## config.mk

```make
export PLATFORM = sky130hd
export DESIGN_NAME = bcd_seg_scanner
export DESIGN_NICKNAME = d
export VERILOG_FILES = /design/src/rtl/bcd_seg_scanner.sv
export SDC_FILE = /design/constraint.sdc
export NUM_CORES = 1
export LEC_CHECK = 0
export BUFFER_PORTS_ARGS = -buffer_cell sky130_fd_sc_hd__buf_2
export CORE_UTILIZATION = 50
export CTS_CLUSTER_DIAMETER = 200
export CTS_CLUSTER_SIZE = 20
export DETAILED_ROUTE_END_ITERATION = 8
export HOLD_SLACK_MARGIN = 0.15
export PLACE_DENSITY = 0.71
export SLEW_MARGIN = 10
export SYNTH_ARGS = -nofsm -noshare
export SYNTH_HDL_FRONTEND = slang
export SYNTH_SLANG_ARGS = --single-unit
```

## constraint.sdc

```tcl
create_clock -name Clk -period 2.25 [get_ports Clk]
set_input_delay 0.1125 -clock Clk [delete_from_list [all_inputs] [get_ports Clk]]
set_output_delay 0.1125 -clock Clk [all_outputs]
set_load 0.1 [all_outputs]
```

## src/rtl/bcd_seg_scanner.sv

```systemverilog
// bcd_seg_scanner
// ---------------
// Time-multiplexes a 4-digit BCD value onto a common-anode 7-segment display.
//
// Each digit owns a slot of REFRESH_DIV clock cycles. The first BLANK_CYC
// cycles of every slot turn all anodes off so the previous digit's segment
// pattern cannot ghost onto the next digit. The four BCD inputs are sampled
// together once per frame (end of the digit-3 slot), so a value that changes
// mid-frame never produces a torn display. Leading zeros on digits 3..1 can
// optionally be blanked. A digit value of 4'hF is shown as a dash (overflow).
// Values 4'hA..4'hE are shown blank.
//
// Ports
//   Clk        in   system clock, rising edge
//   Reset      in   asynchronous active-low reset
//   BCD0..3    in   units .. thousands digits (4'hF = overflow)
//   An[3:0]    out  digit anodes, active-low, An[i] drives digit i
//   Seg[6:0]   out  segments {g,f,e,d,c,b,a}, active-low
//   FrameTick  out  one-cycle pulse in the cycle after a new snapshot
//
// All outputs are registered: each edge loads the decode of the pre-edge
// (div, idx, snapshot) state, giving one cycle of latency to the pins.

module bcd_seg_scanner #(
  parameter int REFRESH_DIV = 100000,
  parameter int BLANK_CYC   = 1,
  parameter int LZ_BLANK    = 1
) (
  input  logic       Clk,
  input  logic       Reset,
  input  logic [3:0] BCD0,
  input  logic [3:0] BCD1,
  input  logic [3:0] BCD2,
  input  logic [3:0] BCD3,
  output logic [3:0] An,
  output logic [6:0] Seg,
  output logic       FrameTick
);

  localparam int            DW      = $clog2(REFRESH_DIV);
  localparam logic [DW-1:0] DIV_MAX = DW'(REFRESH_DIV - 1);

  localparam logic [6:0] SEG_OFF = 7'h7F;
  localparam logic [3:0] AN_OFF  = 4'b1111;

  // BCD digit to active-low segment pattern; unused codes A..E stay dark.
  function automatic logic [6:0] seg_decode(input logic [3:0] digit);
    logic [6:0] pattern;
    case (digit)
      4'h0:    pattern = 7'h40;
      4'h1:    pattern = 7'h79;
      4'h2:    pattern = 7'h24;
      4'h3:    pattern = 7'h30;
      4'h4:    pattern = 7'h19;
      4'h5:    pattern = 7'h12;
      4'h6:    pattern = 7'h02;
      4'h7:    pattern = 7'h78;
      4'h8:    pattern = 7'h00;
      4'h9:    pattern = 7'h10;
      4'hF:    pattern = 7'h3F;
      default: pattern = 7'h7F;
    endcase
    return pattern;
  endfunction

  // State
  logic [DW-1:0] r_div;
  logic [1:0]    r_idx;
  logic [3:0]    r_snap0;
  logic [3:0]    r_snap1;
  logic [3:0]    r_snap2;
  logic [3:0]    r_snap3;
  logic [3:0]    r_an;
  logic [6:0]    r_seg;
  logic          r_frame_tick;

  // Combinational next-state / output decode
  logic          w_div_wrap;
  logic          w_capture;
  logic          w_blank;
  logic [DW-1:0] w_div_nxt;
  logic [1:0]    w_idx_nxt;
  logic [3:0]    w_digit;
  logic          w_digit_lz;
  logic [3:0]    w_an_nxt;
  logic [6:0]    w_seg_nxt;
  logic          w_z3;
  logic          w_z32;
  logic          w_z321;
  logic [3:0]    w_lz_mask;

  assign w_div_wrap = (r_div == DIV_MAX);
  // Snapshot is taken on the final edge of the digit-3 slot, i.e. at the
  // frame boundary, so a whole frame always shows one coherent value.
  assign w_capture  = w_div_wrap && (r_idx == 2'd3);

  generate
    if (BLANK_CYC == 0) begin : g_no_blank
      assign w_blank = 1'b0;
    end else begin : g_blank
      assign w_blank = (r_div < DW'(BLANK_CYC));
    end
  endgenerate

  // Leading-zero chain: a digit is blanked only if it and every higher digit
  // are zero. 4'hF counts as nonzero, so overflow still shows all dashes.
  assign w_z3   = (r_snap3 == 4'd0);
  assign w_z32  = w_z3  && (r_snap2 == 4'd0);
  assign w_z321 = w_z32 && (r_snap1 == 4'd0);
  assign w_lz_mask = (LZ_BLANK != 0) ? {w_z3, w_z32, w_z321, 1'b0} : 4'b0000;

  // Divider / slot index advance
  always_comb begin
    w_div_nxt = r_div + {{(DW-1){1'b0}}, 1'b1};
    w_idx_nxt = r_idx;
    if (w_div_wrap) begin
      w_div_nxt = {DW{1'b0}};
      w_idx_nxt = r_idx + 2'd1;
    end else begin
      w_idx_nxt = r_idx;
    end
  end

  // Select the snapshot digit for the current slot and its blanking flag
  always_comb begin
    w_digit    = r_snap0;
    w_digit_lz = 1'b0;
    case (r_idx)
      2'd0:    begin w_digit = r_snap0; w_digit_lz = w_lz_mask[0]; end
      2'd1:    begin w_digit = r_snap1; w_digit_lz = w_lz_mask[1]; end
      2'd2:    begin w_digit = r_snap2; w_digit_lz = w_lz_mask[2]; end
      2'd3:    begin w_digit = r_snap3; w_digit_lz = w_lz_mask[3]; end
      default: begin w_digit = r_snap0; w_digit_lz = 1'b0;         end
    endcase
  end

  // Pin values for the next cycle from the current (pre-edge) state
  always_comb begin
    w_an_nxt  = AN_OFF;
    w_seg_nxt = SEG_OFF;
    if (w_blank) begin
      w_an_nxt  = AN_OFF;
      w_seg_nxt = SEG_OFF;
    end else begin
      w_an_nxt  = ~(4'b0001 << r_idx);
      if (w_digit_lz) begin
        w_seg_nxt = SEG_OFF;
      end else begin
        w_seg_nxt = seg_decode(w_digit);
      end
    end
  end

  // Scan counters
  always_ff @(posedge Clk or negedge Reset) begin
    if (!Reset) begin
      r_div <= {DW{1'b0}};
      r_idx <= 2'd0;
    end else begin
      r_div <= w_div_nxt;
      r_idx <= w_idx_nxt;
    end
  end

  // Once-per-frame input snapshot
  always_ff @(posedge Clk or negedge Reset) begin
    if (!Reset) begin
      r_snap0 <= 4'd0;
      r_snap1 <= 4'd0;
      r_snap2 <= 4'd0;
      r_snap3 <= 4'd0;
    end else if (w_capture) begin
      r_snap0 <= BCD0;
      r_snap1 <= BCD1;
      r_snap2 <= BCD2;
      r_snap3 <= BCD3;
    end
  end

  // Registered outputs
  always_ff @(posedge Clk or negedge Reset) begin
    if (!Reset) begin
      r_an         <= AN_OFF;
      r_seg        <= SEG_OFF;
      r_frame_tick <= 1'b0;
    end else begin
      r_an         <= w_an_nxt;
      r_seg        <= w_seg_nxt;
      r_frame_tick <= w_capture;
    end
  end

  assign An        = r_an;
  assign Seg       = r_seg;
  assign FrameTick = r_frame_tick;

endmodule

```

==> results of run 1 <==
==> sequential cells by signal, indices dropped and copies added, names as in the netlist <==
register / count
r_snap1: 4
FrameTick: 1
Seg: 7
An: 4
r_idx: 2
r_div: 17
r_snap2: 4
r_snap3: 4
r_snap0: 4
==> routing by layer <==
| metal | wire length, um | vias up |
|---|---|---|
| met5 | 0 | - |
| met4 | 25 | 0 |
| met3 | 193 | 6 |
| met2 | 1920 | 43 |
| met1 | 2010 | 757 |
| li1 | - | 755 |
==> synthesized netlist by cell type, drive strengths merged, types with 4 or more instances <==
cell    number  area (um^2)
nor2        15         56.3
dfstp       11          289
xnor2        9         78.8
o21ai        8         40.0
nand2       17         76.3
nor4         5         46.3
nor3         5         36.3
inv          9         33.8
a222oi       4         40.0
a21oi        4         20.0
dfrtp       36          901
nand3        8         40.0
ha           7         87.6
mux2        17          225
nand4        6         37.5
xor2         7         61.3
==> cell type report <==
class	instances	share of cell area, %
clock buffer	6	3.05
clock inverter	2	1.29
inverter	9	1.25
multi-input combinational	127	35.8
sequential	47	43.9
tap	50	2.31
timing repair buffer	49	12.5
==> power groups by stage <==
stage / registers (mW) / clock network (mW) / logic [mW]
6_report: 0.892 / 0.628 / 0.201
5_1_grt: 0.897 / 0.678 / 0.217
4_1_cts: 0.892 / 0.649 / 0.201
3_5_place_dp: 0.908 / 0 / 0.178
3_3_place_gp: 0.908 / 0 / 0.177
2_1_floorplan: 0.991 / 0 / 0.0432
==> path summary, 6_finish.rpt <==
kind,slack [ns],endpoint,start,cells after the start
worst max-delay path,0.15,Seg[3],r_idx[0],8
worst min-delay path,0.24,r_div[7],Reset,2
worst max register to register,0.15,Seg[3],r_idx[0],8
worst min register to register,0.50,r_div[14],r_div[14],1
max in group asynchronous,1.28,An[1],Reset,3
min in group Clk,0.50,r_div[14],r_div[14],1
==> kinds of logic (layout without fill, tap and decap cells) <==
logic type               after synthesis  in the layout  share of synthesized area [%]
multiplexers                          20             20                           11.5
flip-flops                            47             47                           53.8
adder cells (fa/ha/maj)                7              7                           3.96
XOR/XNOR                              16             16                           6.34
AND/OR/NAND/NOR                       65             65                           16.2
buffers and inverters                 13             66                           2.60
AO/OA/AOI/OAI                         19             19                           5.60
==> per-stage QoR <==
step	worst slack [ns]	hold WS, ns	total power, mW	util [%]	instances
6_report	0.153	0.237	1.72	65.9	290
4_1_cts	0.139	0.246	1.74	65.8	290
5_1_grt	0.0193	0.258	1.79	65.9	290
3_3_place_gp	0.213	0.0254	1.08	58.8	265
2_1_floorplan	0.288	-0.183	1.03	-	187
3_5_place_dp	0.168	0.0226	1.09	58.8	265
==> repair_timing <==
item / CTS / global route
hold endpoints to repair: 53 / 0
endpoints found under the setup margin: 0 / 2
resized for setup: 0 / 1
hold buffers: 17 / 0
==> impl_results.md, run 1 <==
* Status: complete, no violations
* Placed cell area at 2420 um^2
* Most frequent cells in the layout: dfrtp_1, buf_2, dlygate4sd3_1
* Top delay family on crit path: adder cells
* Final Hold Violating Endpoints at 0
* Synthesis-stage register bit count at 47
* YS warnings at 0
* Fin crit share at 93.2%
* RSZ-0062 raised after global routing: no
* IO buf count at 29
* Reg power frac at 51.8%
* Final WL at 4140 um
* Clock Latency Late Sink at 0.30 ns
* Asr flop ratio synth at 100%
* Number of I/O pins at 30
* Drt drc at 0
* Largest net degree at the start of global routing at 35
* Worst EP arrival at 2.31 ns
* Via count at 1561
* Htree depth at 2
* Hold Path Class: input pin to async pin
* Final Instance Area at 2710 um^2
* Worst Setup Start Kind: flip-flop
* Tot GR Track Use at 20.3%
* Critical path class: flip-flop to flip-flop
* Via density at 5.38
* # Post-CTS Setup Buffers at 0
* Vias in the first global route at 1484
* Unique cell type count in the Yosys netlist at 34
* Relative slew margins at 59.0%
* Grt ovf at 0
* Detail Placement HPWL at 2810 um
* Global Route met1 Usage at 28.1%
* Setup Skew at 0.00908 ns
* Netlist Area Pre-Place at 2210 um^2
* Final TNS setup at 0 ns
* Initial drt markers at 132
* Layout cells sized above 1 at 31.7%
* Final setup fails at 0
* Post-synth EDFFs at 0
* Clock share of power at 36.5%
* CTS max path bufs at 2
* GR peak layer: met2
* Multi-input gate area at 970 um^2
* CTS Buf Count at 5
* Predominant post-synthesis flop cell: dfrtp_1
* Maximum clock rate at 477 MHz
* CTS sink cnt at 47
* Synthesized area per cell at 11.8 um^2
* Commonest non-fill, non-tap cell in the layout: dfrtp_1
* Sequential share of the synthesized area at 53.8%
* Die ar. at 4690 um^2
* Reg clk slew, reported paths at 0.09 ns
* Nets at 264
* Combinational Power Share at 11.7%
* P&R area growth vs syn at 22.6%
* Slowest stage delay, CP at 0.41 ns
* Critical Path Sink Type: flip-flop
* Internal power at 1.30 mW
* Routing usage on met2 at 31.1%
* Sw Share at 24.2%
* Die Span X at 68.5 um
* Total leakage power at 1.29 nW
* VDD IR max at 0.000368 V
* Detailed Routing Iterations Pass 1 at 5
* Crit path cell chain: ha_1 > a222oi_1 > mux2_2 > inv_1 > ha_1 > inv_1 > o21ai_0 > nand4_1
* Max FO, Critical Path at 7
* Sequential cell area at 1190 um^2
* First-pass GRT wire length at 6900 um
* Placer's final routability congestion estimate at 0.842
* Synthesized instance count at 187
* Initial core utilization at 53.8%
* Filler cells at 324
* Tmin final at 2.10 ns
* CP max-delay cell: dfrtp_1
* GR met3 Demand/Resource at 5.76%
* Antenna violations before repair at 0
* Reported max-cap violation count at 0
* Root buf cell: clkbuf_8
* Synthesized Nets at 212
* DIE HEIGHT at 68.5 um
* N_diodes at 0
* Worst Path Required at 2.47 ns
* CORE AREA at 4120 um^2
* Routed length per instance at 14.3 um
* Row count at 23
* Antenna-violating nets left at 0
* Slew Viols, Final at 0
* P_sw at 0.417 mW
* Worst Tran Pin Value at 0.598 ns
* Pwr dens at 635 nW/um^2
* Worst Path Buf+Inv at 2
* TritonCTS clock tree: built
Power figures use the tool's default switching activity.
==> inputs of run 2 (changes only) <==
- CORE_UTILIZATION: 50 -> 40
- CTS_CLUSTER_DIAMETER: 200 -> unset
- PLACE_DENSITY: 0.71 -> unset
==> impl_results.md, run 2 (synthesis gave the netlist of run 1 again) <==
* Via count at 1547 (-0.90%)
* VDD IR max at 0.000275 V (-25%)
* Setup Skew at 0.00725 ns (-0.00182 ns)
* Crit path cell chain: inv_1 > ha_2 > a222oi_1 > mux2i_2 > or3_1 > o21ai_0 > o21ai_0
* Die Span X at 76.4 um (+11%)
* Hold Path Class: input pin to async pin
* Largest net degree at the start of global routing at 18 (-49%)
* RSZ-0062 raised after global routing: no
* Initial drt markers at 149 (+13%)
* CTS Buf Count at 5 (unchanged)
* Via density at 4.96 (-7.9%)
* R2R setup slack at 0.19 ns (+0.03 ns)
* Critical Path Sink Type: flip-flop
* N_diodes at 0 (unchanged)
* Root buf cell: clkbuf_8
* Number of cells on the worst reg-to-reg path at 7 (-1)
* Core Util, Final at 52.5% (-13 points)
* Most frequent cells in the layout: dfrtp_1, buf_2, dlygate4sd3_1
* DIE HEIGHT at 76.4 um (+11%)
* Layout cells sized above 1 at 33.1% (+1.4 points)
* Critical path destination: Seg[6]
* Pwr dens at 583 nW/um^2 (-8.2%)
* Tmin final at 2.06 ns (-0.0333 ns)
* Detail Placement HPWL at 2940 um (+4.9%)
* CTS sink cnt at 47 (unchanged)
* Top delay family on crit path: compound AO/OA/AOI/OAI gates
* Reg clk slew, reported paths at 0.09 ns (about the same)
* Grt ovf at 0 (unchanged)
* Slew Viols, Final at 0 (unchanged)
* Worst Path Required at 2.47 ns (about the same)
* Final TNS setup at 0 ns (unchanged)
* CTS max path bufs at 2 (unchanged)
* Total leakage power at 1.28 nW (-1.2%)
* Final setup fails at 0 (unchanged)
* Biggest register: r_div
* Max FO, Critical Path at 10 (+3)
* Final Hold Violating Endpoints at 0 (unchanged)
* Initial core utilization at 42.5% (-11 points)
* P&R area growth vs syn at 23.4%
* Clock Latency Late Sink at 0.30 ns (about the same)
* IO buf count at 29 (unchanged)
* Reg2reg start: r_idx[1]
* Largest register FFs at 17 (unchanged)
* CORE AREA at 5200 um^2 (+26%)
* Antenna violations before repair at 0 (unchanged)
* Worst EP arrival at 2.28 ns (-0.03 ns)
* Most frequent CP cell: o21ai_0
* Placed Cells incl. Taps at 285 (+7.5%)
* Worst Setup Start Kind: flip-flop
* Status: complete, no violations
* Placer's final routability congestion estimate at 0.786 (-6.7%)
* Number of I/O pins at 30 (unchanged)
* Maximum clock rate at 484 MHz (+1.6%)
* Row count at 26 (+13%)
* Crit path launch: r_idx[1]
* Fin Hold WS at 0.243 ns (+0.00550 ns)
* Worst Tran Pin Value at 0.611 ns (+0.0124 ns)
* Tot GR Track Use at 15.9% (-4.4 points)
* Routed length per instance at 13.5 um (-5.5%)
* Slowest stage delay, CP at 0.44 ns (+0.03 ns)
* Reported max-cap violation count at 0 (unchanged)
* Nets at 266 (+0.76%)
* Commonest non-fill, non-tap cell in the layout: dfrtp_1
* Detailed Routing Iterations Pass 1 at 4 (-1)
* Fin crit share at 91.7% (-1.5 points)
* Crit. path cell count at 7 (-1)
* Htree depth at 2 (unchanged)
* Vias in the first global route at 1545 (+4.1%)
* Fin cells at 312 (+7.6%)
* Worst Path Buf+Inv at 1 (-1)
* Reg2reg end: Seg[6]
* First-pass GRT wire length at 7310 um (+5.9%)
* Critical path class: flip-flop to flip-flop
* TritonCTS clock tree: built
* Die ar. at 5830 um^2 (+24%)
* Drt drc at 0 (unchanged)
* Final WL at 4210 um (+1.7%)
* Antenna-violating nets left at 0 (unchanged)
* Relative slew margins at 58.1% (-0.85 points)
* CP max-delay cell: a222oi_1
==> run 2: cell types whose count changed in the layout (fill, tap and decap cells not counted), moves of 2 or more <==
cell / previous run / this run
clkbuf_1: 0 / 2
ha_2: 0 / 3
ha_1: 7 / 4
buf_4: 3 / 5
==> run 2: layout make-up <==
| type | count | area (um^2) |
|---|---|---|
| Timing Repair Buffer | 51 | 353 |
| Fill cell | 477 | 2470 |
| Sequential cell | 47 | 1190 |
| Clock inverter | 1 | 5.00 |
| Clock buffer | 7 | 76.3 |
| Tap cell | 70 | 87.6 |
| Multi-Input combinational cell | 127 | 985 |
| Inverter | 9 | 33.8 |
==> run 2: routing by layer <==
layer,wire length [um],GRT usage (%),vias up
met5,0,0,-
li1,-,-,759
met2,1960,24.7,34
met3,148,3.23,5
met1,2060,21.6,749
met4,47,6.35,0
==> run 2: worst reg2reg max path, stage by stage (launching register included) <==
cell and delay [ns]:
dfrtp_1 0.38, inv_1 0.09, ha_2 0.23, a222oi_1 0.44
mux2i_2 0.26, or3_1 0.39, o21ai_0 0.08, o21ai_0 0.11
==> run 2: worst min-delay path by stage <==
stage	slack, ns	cells past startpoint	endpoint
2_1_floorplan	-0.18	0	FrameTick
3_3_place_gp	0.05	1	r_div[2]
6_report	0.24	2	r_div[2]
4_1_cts	0.26	2	r_div[8]
3_5_place_dp	0.05	1	r_div[8]
5_1_grt	0.27	2	r_div[14]
==> run 2: power breakdown <==
group / total [mW] / switching (mW) / leakage [nW] / internal (mW)
Clock: 0.494 / 0.276 / 0.0422 / 0.218
Combinational: 0.204 / 0.135 / 0.669 / 0.0697
Sequential: 0.893 / 0.0149 / 0.567 / 0.878
Total: 1.59 / 0.426 / 1.28 / 1.17
==> run 2: metrics by stage <==
step           power (mW)  cell area, um^2  setup slack (ns)
5_1_grt              1.66             2730            0.0247
6_report             1.59             2730             0.186
4_1_cts              1.60             2700             0.102
3_5_place_dp         1.09             2440             0.125
2_1_floorplan        1.03             2210             0.288
3_3_place_gp         1.09             2440             0.162
==> run 2: timing repair <==
| action | CTS | global route |
|---|---|---|
| buffers inserted | 0 | 2 |
| endpoints found under the setup margin | 0 | 5 |
| hold buffers | 17 | 0 |
| hold endpoints to repair | 52 | 0 |
| gates resized for setup | 0 | 6 |
